<file path="src/rtl/zbus_mem_req.sv">
// zbus_mem_req: Z80-side bus responder. Watches Z80 strobes on zneg, raises one
// arbiter request per memory cycle, stalls the Z80 clock generator until the
// transfer is done, and drives read data back onto the Z80 bus.
module zbus_mem_req #(
   parameter int unsigned RD_LAT = 2,
   parameter int unsigned ADDR_W = 16
) (
   input  logic              clk,
   input  logic              rst_n,
   input  logic              zpos,
   input  logic              zneg,
   input  logic [1:0]        turbo,
   input  logic              m1_n,
   input  logic              mreq_n,
   input  logic              iorq_n,
   input  logic              rd_n,
   input  logic              wr_n,
   input  logic              rfsh_n,
   input  logic [ADDR_W-1:0] za,
   input  logic [7:0]        zd_in,
   output logic              cpu_req,
   output logic              cpu_rnw,
   output logic [ADDR_W-1:0] cpu_addr,
   output logic [7:0]        cpu_wrdata,
   input  logic              cpu_ack,
   input  logic [7:0]        cpu_rddata,
   output logic [7:0]        zd_out,
   output logic              zd_oe,
   output logic              cpu_stall,
   output logic              iorq_s
);

   localparam int unsigned CNT_W = 3;

   typedef enum logic [1:0] {
      IDLE  = 2'd0,
      REQ   = 2'd1,
      WAITD = 2'd2,
      HOLD  = 2'd3
   } state_t;

   state_t            state, state_d;
   logic [CNT_W-1:0]  cnt, cnt_d;
   logic              cyc_seen, cyc_seen_d;
   logic              io_seen, io_seen_d;
   logic              abort, abort_d;
   logic              req_d, rnw_d, stall_d, oe_d, iorq_s_d;
   logic [ADDR_W-1:0] addr_d;
   logic [7:0]        wrdata_d, zd_out_d;
   logic              mem_rd_c, mem_wr_c, io_c;

   // Stall behaviour is the same in every turbo mode and only zneg is a sample
   // point, so turbo and zpos are not needed here.
   logic unused_ok;
   assign unused_ok = ^{zpos, turbo};

   // Bus cycle decode; refresh reads and interrupt acknowledge are excluded.
   assign mem_rd_c = !mreq_n && !rd_n && rfsh_n;
   assign mem_wr_c = !mreq_n && !wr_n;
   assign io_c     = !iorq_n && m1_n;

   // Next-state and next-output logic for the request FSM and the seen flags.
   always_comb begin
      state_d    = state;
      cnt_d      = cnt;
      cyc_seen_d = cyc_seen;
      io_seen_d  = io_seen;
      abort_d    = abort;
      req_d      = cpu_req;
      rnw_d      = cpu_rnw;
      stall_d    = cpu_stall;
      oe_d       = zd_oe;
      iorq_s_d   = 1'b0;
      addr_d     = cpu_addr;
      wrdata_d   = cpu_wrdata;
      zd_out_d   = zd_out;

      if (zneg) begin
         if (iorq_n) begin
            io_seen_d = 1'b0;
         end else if (io_c && !io_seen) begin
            iorq_s_d  = 1'b1;
            io_seen_d = 1'b1;
         end
         if (mreq_n) begin
            cyc_seen_d = 1'b0;
         end else if (mem_rd_c || mem_wr_c) begin
            cyc_seen_d = 1'b1;
         end
      end

      case (state)
         IDLE: begin
            if (zneg && (mem_rd_c || mem_wr_c) && !cyc_seen) begin
               addr_d   = za;
               wrdata_d = zd_in;
               rnw_d    = mem_rd_c;
               req_d    = 1'b1;
               stall_d  = 1'b1;
               state_d  = REQ;
            end
         end
         REQ: begin
            // An ack takes priority over a simultaneous abort.
            if (cpu_ack) begin
               req_d = 1'b0;
               if (cpu_rnw) begin
                  cnt_d   = CNT_W'(RD_LAT);
                  abort_d = mreq_n;
                  state_d = WAITD;
               end else begin
                  stall_d = 1'b0;
                  state_d = IDLE;
               end
            end else if (mreq_n) begin
               req_d   = 1'b0;
               stall_d = 1'b0;
               state_d = IDLE;
            end
         end
         WAITD: begin
            cnt_d = cnt - CNT_W'(1);
            if (mreq_n) begin
               abort_d = 1'b1;
            end
            if (cnt == CNT_W'(1)) begin
               zd_out_d = cpu_rddata;
               stall_d  = 1'b0;
               abort_d  = 1'b0;
               if (mreq_n || abort) begin
                  state_d = IDLE;
               end else begin
                  oe_d    = !rd_n;
                  state_d = HOLD;
               end
            end
         end
         HOLD: begin
            if (mreq_n) begin
               oe_d    = 1'b0;
               state_d = IDLE;
            end else begin
               oe_d = !rd_n;
            end
         end
         default: begin
            state_d = IDLE;
         end
      endcase
   end

   // State and output registers; reset clears everything asynchronously.
   always_ff @(posedge clk or negedge rst_n) begin
      if (!rst_n) begin
         state      <= IDLE;
         cnt        <= '0;
         cyc_seen   <= 1'b0;
         io_seen    <= 1'b0;
         abort      <= 1'b0;
         cpu_req    <= 1'b0;
         cpu_rnw    <= 1'b0;
         cpu_stall  <= 1'b0;
         zd_oe      <= 1'b0;
         iorq_s     <= 1'b0;
         cpu_addr   <= '0;
         cpu_wrdata <= 8'h00;
         zd_out     <= 8'h00;
      end else begin
         state      <= state_d;
         cnt        <= cnt_d;
         cyc_seen   <= cyc_seen_d;
         io_seen    <= io_seen_d;
         abort      <= abort_d;
         cpu_req    <= req_d;
         cpu_rnw    <= rnw_d;
         cpu_stall  <= stall_d;
         zd_oe      <= oe_d;
         iorq_s     <= iorq_s_d;
         cpu_addr   <= addr_d;
         cpu_wrdata <= wrdata_d;
         zd_out     <= zd_out_d;
      end
   end

endmodule
</file>
<file path="config.mk">
export PLATFORM = sky130hd
export DESIGN_NAME = zbus_mem_req
export DESIGN_NICKNAME = d
export VERILOG_FILES = /design/src/rtl/zbus_mem_req.sv
export SDC_FILE = /design/constraint.sdc
export NUM_CORES = 1
export LEC_CHECK = 0
export ABC_CLOCK_PERIOD_IN_PS = 2200
export CORE_MARGIN = 2
export CORE_UTILIZATION = 42
export DETAILED_ROUTE_END_ITERATION = 12
export PLACE_DENSITY = 0.79
export SYNTH_ARGS = -nofsm -noshare
export SYNTH_HDL_FRONTEND = slang
export SYNTH_SLANG_ARGS = --single-unit
export TNS_END_PERCENT = 1
</file>
<file path="constraint.sdc">
create_clock -name clk -period 2.2 [get_ports clk]
set_input_delay 0.22 -clock clk [delete_from_list [all_inputs] [get_ports clk]]
set_output_delay 0.22 -clock clk [all_outputs]
set_load 0.05 [all_outputs]
</file>
==> impl_results.md <==
- Max Buffers Root-to-Sink: 2
- Synth area leaders: dfrtp_1 (57%), mux2_2 (19%), ha_1 (4.4%), o21ai_0 (2.5%), inv_1 (2.1%)
- Fmax: 557 MHz
- Starting Density: 42.9%
- Post-DR vias/cell: 4.93
- Global-route wire length before repair: 6.90 mm
- Yosys top cell by area: dfrtp_1
- Global-route usage over all layers: 16.6%
- Clock latency on the worst-skew pair: 0.29 ns
- Worst Skew: 0.00650 ns
- Top_reg_cell synth: dfrtp_1
- Setup crit start kind: register
- EDFF count, synth: 0
- Fin. Hold Viols: 0
- Die area: 0.00529 mm²
- Power, Total: 3.94 mW
- Gp weighted congestion: 0.778
- Hold Buf Count CTS: 0
- Worst Setup Path Type: register to register
- Initial DRT Pass Iterations: 4
- Post-synthesis mux area share: 19.7%
- VDD IR-drop max: 0.956 mV
- Fin Setup TNS: 0 ns
- CTS tree: yes
- Ys async rst share: 100%
- Final Cell Area: 0.00296 mm²
- Clock transition at the registers of the reported paths: 0.08 ns
- Worst-Margin Slew: 0.558 ns
- Fin util: 63.9%
- Chip Width: 72.8 µm
- Layout cell share with drive strength beyond 1: 21.5%
- # clock sinks: 45
- Netlist area before placement: 0.00199 mm²
- Synthesized flop and latch total: 45
- Xor/xnor share of the synthesized area: 0%
- Top cell type's share of synthesized area: 56.7%
- Number of synthesis warnings: 0
- Post-route ant nets: 0
- Total wire length: 4.00 mm
- Grt ovf: 0
- Max-Cap Viols: 0
- Post-CTS Setup Bufs: 0
- Chip height: 72.8 µm
- Crit path max fanout: 4
- Area growth syn-to-layout: 49.0%
- Adder and majority gate portion of the synthesized area: 4.41%
- Synth Net Count: 206
- LEAKAGE: 1.27 nW
- Compound-gate portion of the synthesized area: 9.33%
- Fin crit period: 1.80 ns
- Most instantiated cells after synthesis: dfrtp_1 (45), mux2_2 (33), inv_1 (11), nand2_1 (11), o21ai_0 (10)
- Simple-gate share of the synthesized area: 5.92%
- Critical path capture point type: register
- WL per Instance: 13.5 µm
- Max-slew headroom: 62.8%
- Rows: 25
- Seq/Total Area, Yosys: 56.7%
- Setup-failing EPs final: 0
- Hold Worst Slack: 0.0109 ns
- Initial drt markers: 61
- Instance count of the mapped netlist: 154
- Most numerous cell in the Yosys netlist: dfrtp_1
- H-tree depth: 2
- TritonCTS buffer count: 5
- Largest net degree at the start of global routing: 46
- Number of gates resized after CTS: 0
- Synth cell types: 28
- Power Dens Cells: 1330 mW/mm²
- # diodes: 0
- Top-Level Pins: 82
- Worst EP required: 2.38 ns
- CTS root buf: clkbuf_8
- Syn_area_per_cell: 12.9 µm²
- Number of remaining DRC errors: 0
- Status: complete, no violations
- Max Slew Vio Count: 0
- Nets: 293
- Arr. time, crit path: 1.97 ns
- Fin crit share: 81.6%
- Placed Area: 0.00286 mm²
- RSZ-0062 raised after global routing: no
- Min-delay worst type: primary input to asynchronous set/reset pin
- Initial antenna violation count: 0
- Dpl hpwl: 2.98 mm
- Vias in the first global route: 1553
- Via count: 1459
- Largest family of logic cells by synthesized area: multiplexers
- Fill cells: 367
- CORE AREA: 0.00463 mm²
- Port-buffer cells: 78
[path summary, 6_finish.rpt]
kind / start / endpoint / slack (ns) / cells after the start
min in group clk: io_seen$_DFFE_PN0P_ / iorq_s$_DFF_PN0_ / 0.43 / 1
worst max register to register: state[0]$_DFFE_PN0P_ / zd_oe$_DFFE_PN0P_ / 0.40 / 6
worst min register to register: io_seen$_DFFE_PN0P_ / iorq_s$_DFF_PN0_ / 0.43 / 1
max in group asynchronous: rst_n / cnt[1]$_DFFE_PN0P_ / 1.82 / 2
worst min-delay path: rst_n / io_seen$_DFFE_PN0P_ / 0.01 / 2
worst max-delay path: state[0]$_DFFE_PN0P_ / zd_oe$_DFFE_PN0P_ / 0.40 / 6
[per-stage QoR]
stage / std cells / worst slack, ns
global placement: 288 / 0.210
detailed placement: 288 / 0.207
global route: 296 / 0.208
finish: 296 / 0.404
CTS: 296 / 0.378
floorplan: 154 / 0.421
[metal layers]
layer / part of all wire, % / vias to the layer above / global-route usage (%)
met1: 43 / 710 / 21.2
met2: 50 / 39 / 27.5
met5: 0 / - / 0
li1: - / 706 / -
met4: 0.78 / 0 / 3.70
met3: 6.1 / 4 / 5.52
[layout by cell type, fill, tap and decap left out, types with 2 or more instances in the layout]
| cell type | instances |
|---|---|
| nor3_1 | 2 |
| o21ai_0 | 10 |
| dfrtp_1 | 45 |
| a21oi_1 | 8 |
| ha_1 | 7 |
| buf_4 | 6 |
| inv_1 | 11 |
| mux2_2 | 33 |
| nand3b_1 | 2 |
| mux2i_1 | 2 |
| nor2_1 | 3 |
| nand2_1 | 11 |
| clkdlybuf4s50_1 | 77 |
| clkbuf_8 | 7 |
| a31oi_1 | 2 |
[sequential cells by signal (all words and copies together), names as in the netlist]
| signal | flops |
|---|---|
| cpu_addr | 16 |
| iorq_s | 1 |
| zd_out | 8 |
| cpu_stall | 1 |
| cpu_rnw | 1 |
| zd_oe | 1 |
| cpu_req | 1 |
| cpu_wrdata | 8 |
| io_seen | 1 |
| abort | 1 |
| cyc_seen | 1 |
| cnt | 3 |
| state | 2 |
[cell type report]
class	count	area [µm²]	area share [%]
Clock buffer	7	96.3	3.26
Tap cell	54	67.6	2.28
Timing Repair Buffer	85	841	28.4
Multi-Input combinational cell	93	782	26.4
Clock inverter	1	5.00	0.169
Sequential cell	45	1130	38.1
Inverter	11	41.3	1.40
[worst max-delay path, cell delays in order (launching register included)]
cell,delay (ns)
dfrtp_1,0.42
inv_1,0.12
ha_1,0.22
nor3b_1,0.31
nand3b_1,0.12
o21ai_0,0.13
mux2_2,0.36
[cells by family after synthesis]
kind of cell,after synthesis
and+or+nand+nor,23
DFF,45
muxes,35
AOI/OAI and AO/OA,28
adders and majority gates,7
buffers and inverters,16
[report_power, final]
part / total [mW] / switching, mW / leakage, nW / internal, mW
Combinational: 2.14 / 1.34 / 0.675 / 0.796
Sequential: 1.27 / 0.149 / 0.544 / 1.12
Clock: 0.541 / 0.257 / 0.0542 / 0.284
Total: 3.94 / 1.75 / 1.27 / 2.20
No activity file was read; power rests on OpenSTA's default activity.
